--- config.mk ---
export PLATFORM = sky130hd
export DESIGN_NAME = id_stage_sb
export DESIGN_NICKNAME = d
export VERILOG_FILES = /design/src/rtl/arm_pkg.sv /design/src/rtl/id_scoreboard.sv /design/src/rtl/id_stage_sb.sv
export SDC_FILE = /design/constraint.sdc
export NUM_CORES = 2
export LEC_CHECK = 0
export BUFFER_PORTS_ARGS = -buffer_cell sky130_fd_sc_hd__buf_2
export CELL_PAD_IN_SITES_DETAIL_PLACEMENT = 1
export CELL_PAD_IN_SITES_GLOBAL_PLACEMENT = 1
export CORE_MARGIN = 4
export CORE_UTILIZATION = 53
export CTS_CLUSTER_SIZE = 20
export DETAILED_ROUTE_END_ITERATION = 7
export PLACE_DENSITY_LB_ADDON = 0.1
export SLEW_MARGIN = 40
export SYNTH_ARGS = -nofsm -noshare
export SYNTH_HDL_FRONTEND = slang
export SYNTH_SLANG_ARGS = --single-unit
--- constraint.sdc ---
create_clock -name clk -period 36.8 [get_ports clk]
set_input_delay 1.84 -clock clk [delete_from_list [all_inputs] [get_ports clk]]
set_output_delay 1.84 -clock clk [all_outputs]
set_load 0.01 [all_outputs]
--- src/rtl/arm_pkg.sv ---
// Shared ARM decode definitions: opcodes, EXE commands, condition codes,
// the control bundle and the decode/condition helper functions.
package arm_pkg;

    localparam logic [1:0] MODE_DP  = 2'b00;
    localparam logic [1:0] MODE_MEM = 2'b01;
    localparam logic [1:0] MODE_BR  = 2'b10;

    localparam logic [3:0] OP_AND = 4'b0000;
    localparam logic [3:0] OP_EOR = 4'b0001;
    localparam logic [3:0] OP_SUB = 4'b0010;
    localparam logic [3:0] OP_ADD = 4'b0100;
    localparam logic [3:0] OP_ADC = 4'b0101;
    localparam logic [3:0] OP_SBC = 4'b0110;
    localparam logic [3:0] OP_TST = 4'b1000;
    localparam logic [3:0] OP_CMP = 4'b1010;
    localparam logic [3:0] OP_ORR = 4'b1100;
    localparam logic [3:0] OP_MOV = 4'b1101;
    localparam logic [3:0] OP_MVN = 4'b1111;

    localparam logic [3:0] EXE_MOV = 4'b0001;
    localparam logic [3:0] EXE_ADD = 4'b0010;
    localparam logic [3:0] EXE_ADC = 4'b0011;
    localparam logic [3:0] EXE_SUB = 4'b0100;
    localparam logic [3:0] EXE_SBC = 4'b0101;
    localparam logic [3:0] EXE_AND = 4'b0110;
    localparam logic [3:0] EXE_ORR = 4'b0111;
    localparam logic [3:0] EXE_EOR = 4'b1000;
    localparam logic [3:0] EXE_MVN = 4'b1001;

    typedef enum logic [3:0] {
        CC_EQ, CC_NE, CC_CS, CC_CC, CC_MI, CC_PL, CC_VS, CC_VC,
        CC_HI, CC_LS, CC_GE, CC_LT, CC_GT, CC_LE, CC_AL, CC_NV
    } cond_e;

    typedef struct packed {
        logic [3:0] exe_cmd;
        logic       mem_read;
        logic       mem_write;
        logic       wb_en;
        logic       b;
        logic       s;
    } ctrl_t;

    // status is {N, Z, C, V}
    function automatic logic cond_pass(input logic [3:0] cond, input logic [3:0] nzcv);
        logic n, z, c, v;
        {n, z, c, v} = nzcv;
        case (cond_e'(cond))
            CC_EQ:   return z;
            CC_NE:   return ~z;
            CC_CS:   return c;
            CC_CC:   return ~c;
            CC_MI:   return n;
            CC_PL:   return ~n;
            CC_VS:   return v;
            CC_VC:   return ~v;
            CC_HI:   return c & ~z;
            CC_LS:   return ~c | z;
            CC_GE:   return n == v;
            CC_LT:   return n != v;
            CC_GT:   return ~z & (n == v);
            CC_LE:   return z | (n != v);
            CC_AL:   return 1'b1;
            default: return 1'b0;
        endcase
    endfunction

    function automatic ctrl_t decode_ctrl(input logic [31:0] instr);
        ctrl_t c;
        c = '0;
        unique case (instr[27:26])
            MODE_DP: begin
                c.s     = instr[20];
                c.wb_en = 1'b1;
                case (instr[24:21])
                    OP_MOV:  c.exe_cmd = EXE_MOV;
                    OP_MVN:  c.exe_cmd = EXE_MVN;
                    OP_ADD:  c.exe_cmd = EXE_ADD;
                    OP_ADC:  c.exe_cmd = EXE_ADC;
                    OP_SUB:  c.exe_cmd = EXE_SUB;
                    OP_SBC:  c.exe_cmd = EXE_SBC;
                    OP_AND:  c.exe_cmd = EXE_AND;
                    OP_ORR:  c.exe_cmd = EXE_ORR;
                    OP_EOR:  c.exe_cmd = EXE_EOR;
                    OP_CMP:  begin c.exe_cmd = EXE_SUB; c.wb_en = 1'b0; end
                    OP_TST:  begin c.exe_cmd = EXE_AND; c.wb_en = 1'b0; end
                    default: c.wb_en = 1'b0;
                endcase
            end
            MODE_MEM: begin
                c.exe_cmd   = EXE_ADD;
                c.mem_read  = instr[20];
                c.wb_en     = instr[20];
                c.mem_write = ~instr[20];
            end
            MODE_BR: c.b = 1'b1;
            default: ;
        endcase
        return c;
    endfunction

endpackage

--- src/rtl/id_scoreboard.sv ---
// Write-pending scoreboard: a shift register of {valid, dst} per
// post-ID stage plus the address-hit compare used for RAW detection.
module id_scoreboard
    import arm_pkg::*;
#(
    parameter int DEPTH  = 2,
    parameter int ADDR_W = 4
) (
    input  logic              clk,
    input  logic              rst,
    input  logic              en,
    input  logic              load_valid,
    input  logic [ADDR_W-1:0] load_dst,
    input  logic [ADDR_W-1:0] addr_a,
    input  logic [ADDR_W-1:0] addr_b,
    output logic              hit_a,
    output logic              hit_b
);

    logic [DEPTH-1:0]  valid;
    logic [ADDR_W-1:0] dst [DEPTH];

    always_ff @(posedge clk or posedge rst) begin
        if (rst) begin
            valid <= '0;
            for (int i = 0; i < DEPTH; i++) dst[i] <= '0;
        end else if (en) begin
            for (int i = DEPTH - 1; i > 0; i--) begin
                valid[i] <= valid[i-1];
                dst[i]   <= dst[i-1];
            end
            valid[0] <= load_valid;
            dst[0]   <= load_dst;
        end
    end

    always_comb begin
        hit_a = 1'b0;
        hit_b = 1'b0;
        for (int i = 0; i < DEPTH; i++) begin
            hit_a = hit_a | (valid[i] & (dst[i] == addr_a));
            hit_b = hit_b | (valid[i] & (dst[i] == addr_b));
        end
    end

endmodule

--- src/rtl/id_stage_sb.sv ---
// ARM decode stage with register file, condition check, ID/EX register and
// internal RAW scoreboard. Define ID_WB_BYPASS_EN for same-cycle WB bypass.
module id_stage_sb
    import arm_pkg::*;
#(
    parameter int DATA_W     = 32,
    parameter int REG_ADDR_W = 4,
    parameter int SB_DEPTH   = 2
) (
    input  logic                  clk,
    input  logic                  rst,
    input  logic                  freeze,
    input  logic                  flush,
    input  logic                  if_valid,
    input  logic [31:0]           pc_in,
    input  logic [31:0]           instr_in,
    input  logic [3:0]            status_reg,
    input  logic                  wb_en,
    input  logic [REG_ADDR_W-1:0] wb_addr,
    input  logic [DATA_W-1:0]     wb_data,
    output logic                  if_ready,
    output logic                  id_valid,
    output logic [31:0]           pc_out,
    output logic [DATA_W-1:0]     val_rn,
    output logic [DATA_W-1:0]     val_rm,
    output logic [REG_ADDR_W-1:0] src1,
    output logic [REG_ADDR_W-1:0] src2,
    output logic [REG_ADDR_W-1:0] dst,
    output logic [3:0]            exe_cmd,
    output logic                  mem_read,
    output logic                  mem_write,
    output logic                  wb_en_out,
    output logic                  b_out,
    output logic                  s_out,
    output logic                  imm,
    output logic [11:0]           shifter_operand,
    output logic [23:0]           signed_imm
);

`ifdef ID_WB_BYPASS_EN
    localparam int SB_D = SB_DEPTH;
`else
    localparam int SB_D = SB_DEPTH + 1;
`endif

    typedef struct packed {
        logic                  valid;
        logic [31:0]           pc;
        logic [DATA_W-1:0]     rn;
        logic [DATA_W-1:0]     rm;
        logic [REG_ADDR_W-1:0] src1;
        logic [REG_ADDR_W-1:0] src2;
        logic [REG_ADDR_W-1:0] dst;
        ctrl_t                 ctrl;
        logic                  imm;
        logic [11:0]           shop;
        logic [23:0]           simm;
    } id_ex_t;

    logic [DATA_W-1:0] rf [2**REG_ADDR_W];

    logic [REG_ADDR_W-1:0] a1, a2, ad;
    logic                  store, has_src1, has_src2, pass;
    logic                  hit1, hit2, stall, bubble;
    logic [DATA_W-1:0]     rd1, rd2;
    ctrl_t                 ctrl;
    id_ex_t                nxt, q;

    assign store = (instr_in[27:26] == MODE_MEM) & ~instr_in[20];
    assign a1    = REG_ADDR_W'(instr_in[19:16]);
    assign a2    = store ? REG_ADDR_W'(instr_in[15:12])
                         : REG_ADDR_W'(instr_in[3:0]);
    assign ad    = REG_ADDR_W'(instr_in[15:12]);

    assign has_src1 = ~((instr_in[27:26] == MODE_BR) |
                        ((instr_in[27:26] == MODE_DP) &
                         ((instr_in[24:21] == OP_MOV) |
                          (instr_in[24:21] == OP_MVN))));
    assign has_src2 = ~instr_in[25] | store;

    assign pass = cond_pass(instr_in[31:28], status_reg);
    assign ctrl = pass ? decode_ctrl(instr_in) : '0;

    always_ff @(posedge clk or posedge rst) begin
        if (rst) begin
            for (int i = 0; i < 2**REG_ADDR_W; i++) rf[i] <= '0;
        end else if (wb_en) begin
            rf[wb_addr] <= wb_data;
        end
    end

`ifdef ID_WB_BYPASS_EN
    assign rd1 = (wb_en && wb_addr == a1) ? wb_data : rf[a1];
    assign rd2 = (wb_en && wb_addr == a2) ? wb_data : rf[a2];
`else
    assign rd1 = rf[a1];
    assign rd2 = rf[a2];
`endif

    id_scoreboard #(.DEPTH(SB_D), .ADDR_W(REG_ADDR_W)) u_sb (
        .clk        (clk),
        .rst        (rst),
        .en         (~freeze),
        .load_valid (~bubble & if_valid & ctrl.wb_en),
        .load_dst   (ad),
        .addr_a     (a1),
        .addr_b     (a2),
        .hit_a      (hit1),
        .hit_b      (hit2)
    );

    assign stall    = if_valid & ((has_src1 & hit1) | (has_src2 & hit2));
    assign bubble   = flush | stall;
    assign if_ready = ~freeze & (flush | ~stall);

    always_comb begin
        nxt       = '0;
        nxt.valid = if_valid;
        nxt.pc    = pc_in;
        nxt.rn    = rd1;
        nxt.rm    = rd2;
        nxt.src1  = a1;
        nxt.src2  = a2;
        nxt.dst   = ad;
        nxt.ctrl  = ctrl;
        nxt.imm   = instr_in[25];
        nxt.shop  = instr_in[11:0];
        nxt.simm  = instr_in[23:0];
    end

    always_ff @(posedge clk or posedge rst) begin
        if (rst)          q <= '0;
        else if (!freeze) q <= bubble ? '0 : nxt;
    end

    assign id_valid        = q.valid;
    assign pc_out          = q.pc;
    assign val_rn          = q.rn;
    assign val_rm          = q.rm;
    assign src1            = q.src1;
    assign src2            = q.src2;
    assign dst             = q.dst;
    assign exe_cmd         = q.ctrl.exe_cmd;
    assign mem_read        = q.ctrl.mem_read;
    assign mem_write       = q.ctrl.mem_write;
    assign wb_en_out       = q.ctrl.wb_en;
    assign b_out           = q.ctrl.b;
    assign s_out           = q.ctrl.s;
    assign imm             = q.imm;
    assign shifter_operand = q.shop;
    assign signed_imm      = q.simm;

endmodule

==> flow_summary.json <==
{
  "critPathMaxFanout": 57,
  "start_kind": "input pin",
  "yosysTopAreaCell": "dfrtp_1",
  "synth_xor_xnor_area_share_pct": 0.672,
  "synth.most_common_cell": "dfrtp_1",
  "synth-compound-area-share_pct": 8.73,
  "synth_top_area_share_pct": 45.4,
  "fin_nets": 3391,
  "drtIter0Drc": 2169,
  "grt.overflow.total": 0,
  "cts_max_path_buffers": 3,
  "routabilityCongestion": 0.809,
  "max_stage_delay_ps": 620,
  "die_h_um": 270,
  "min_period_ps": 6590,
  "cts.htree.levels": 3,
  "min_path_type": "register to register",
  "worstMarginPinSlew_ps": 924,
  "ys_top_cells_by_count": "662 x dfrtp_1, 524 x mux2_2, 365 x nand2_1",
  "syn_area_um2": 36500,
  "cts_buffers": 75,
  "required_ps": 34960,
  "power_density_nw_per_um2": 55.6,
  "synth_top_family_by_area": "multiplexers",
  "wl_met3_um": 7270,
  "clock-sinks": 662,
  "cts_setup_buffers": 0,
  "wl_met2_um": 59800,
  "status": "finished clean",
  "hold_violations": 0,
  "path_class": "input pin to primary output",
  "whs_ps": 477,
  "viasPerCell": 6.60,
  "finClkSkew_ps": 23.7,
  "io_pins": 266,
  "synthFlopType": "dfrtp_1",
  "cp_slowest_cell": "or3b_4",
  "dr.pass1.iters": 5,
  "drv_cap": 0,
  "final_util_pct": 60.2,
  "synth-seq-cells": 662,
  "cpLargestDelayFamily": "buffers and inverters",
  "slew_violations": 0,
  "rsz0062_at_grt": "false",
  "placed_cell_area_um2": 38400,
  "num_rows": 95,
  "worstPathArrival_ps": 4750,
  "synth_mux_area_share_pct": 31.2,
  "fmax_mhz": 152,
  "final_cell_count_no_fill": 4210,
  "hpwl_um": 70300,
  "peakVddDrop_mv": 0.0323,
  "die_x_um": 270,
  "clk_pin_slew_ps": 50,
  "wl_per_cell_um": 28.9,
  "hold_buffers": 0,
  "cts-resized-gates": 0,
  "cp.buffers_inverters": 5,
  "start_util_pct": 53.9,
  "synthSimpleGateAreaFrac_pct": 10.3,
  "cts_tree": "built",
  "slew_headroom_pct": 38.4,
  "yosysUniqueCellTypes": 55,
  "antenna_found_initial": 5,
  "layout-drive-gt1-share_pct": 34.5,
  "period_share_pct": 17.9,
  "synth_adder_area_share_pct": 0,
  "syn-num-nets": 3296,
  "dr_total_vias": 27767,
  "synthArstFlopShare_pct": 100,
  "p_leak_uw": 0.0176,
  "insertion_delay_ps": 630,
  "synth_edf_count": 0,
  "drc": 0,
  "grt.total_usage_pct": 32.8,
  "die-area_um2": 73200,
  "totalWireLength_um": 122000,
  "dp_cells": 4077,
  "core-area_um2": 67800,
  "grt_pass1_vias": 30049,
  "syn_inst": 3186,
  "grt_pass1_wl_um": 187000,
  "highest_layer": "met4",
  "antenna_left": 0,
  "ys_warn_count": 0,
  "synthTopCellsByArea": "dfrtp_1 45%, mux2_2 16%, mux4_2 9.9%, nand2b_1 5.2%, mux2i_1 5.0%",
  "io_buffers": 265,
  "endpoint_kind": "primary output",
  "setup_violations": 0,
  "drt-met1-wl_um": 50000,
  "postSynthAreaPerCell_um2": 11.5,
  "cp_cell_sequence": "buf_2 > or3b_4 > buf_12 > a21oi_4 > buf_6 > xor2_1 > nand4_1 > nand4_1 > buf_4 > a21oi_1 > buf_2",
  "seq_area_frac_synth_pct": 45.4,
  "grt_max_degree": 119,
  "setup_tns_ps": 0,
  "stdcell_area_um2": 40800,
  "cts-root-buf": "clkbuf_16",
  "syn_to_final_growth_pct": 11.7
}
[path summary, 6_finish.rpt]
| check | from | end | slack [ps] | depth (start not counted) |
|---|---|---|---|---|
| worst max register to register | u_sb.dst[8] | val_rn[10] | 34370 | 7 |
| worst min-delay path | pc_out[30] | pc_out[30] | 480 | 2 |
| max in group asynchronous | rst | rf[200] | 33150 | 5 |
| worst max-delay path | instr_in[26] | if_ready | 30210 | 11 |
| min in group asynchronous | rst | pc_out[5] | 1280 | 2 |
| worst min register to register | pc_out[30] | pc_out[30] | 480 | 2 |
[final cells by class]
type	count	area, um2
tap	873	1090
clock buffer	113	2210
timing repair buffer	322	1930
multi-input combinational	2210	18800
inverter	10	50.0
sequential	662	16600
fill	6905	27000
antenna	3	7.51
clock inverter	17	198
[state kept, by name (all words and copies together), names as in the netlist, 3 cells and up]
name             flops
dst                  3
shifter_operand     11
u_sb.valid           3
signed_imm           7
exe_cmd              4
pc_out              32
rf                 512
src1                 3
val_rn              32
val_rm              32
src2                 4
u_sb.dst            12
[placed cells by master (no fill, tap or decap), types with 11 or more instances in the layout]
master and n:
a21oi_1 210, buf_2 259, buf_4 39, buf_6 15
clkbuf_1 19, clkbuf_16 75, clkbuf_8 22, dfrtp_1 662
mux2_2 524, mux2i_1 180, mux4_2 160, nand2_1 364
nand2b_1 301, nor4_1 16, o2111ai_1 36, o21ai_0 194
o21ai_1 11, o22ai_1 61, o31ai_1 27, xnor2_1 21
[power breakdown]
part	switching, uW	internal (uW)	total (uW)
clock	310	435	745
sequential	143	880	1020
combinational	233	268	502
[worst min-delay path, stage by stage (launching register included)]
cell	delay, ps
dfrtp_1	330
nand2_1	50
o21ai_0	60
[layer usage]
layer,vias up,GRT usage (%)
li1,11669,-
met1,14802,42.7
met2,1012,55.9
met5,-,0
met4,0,11.9
met3,284,5.22
[per-stage QoR]
step | total power [uW] | setup slack [ps]
finish | 2270 | 30210
floorplan | 1350 | 16410
CTS | 2270 | 30210
detailed placement | 1520 | 30220
global placement | 1480 | 30010
global route | 2370 | 30070
[logic make-up (layout without fill, tap and decap cells)]
family / after synthesis / in the layout
muxes: 868 / 868
and+or+nand+nor: 751 / 751
DFF: 662 / 662
AOI/OAI and AO/OA: 563 / 563
buffers and inverters: 314 / 462
xor gates and xnor gates: 28 / 28
other: 0 / 3
Note: power is estimated with default switching activity, not from simulation.
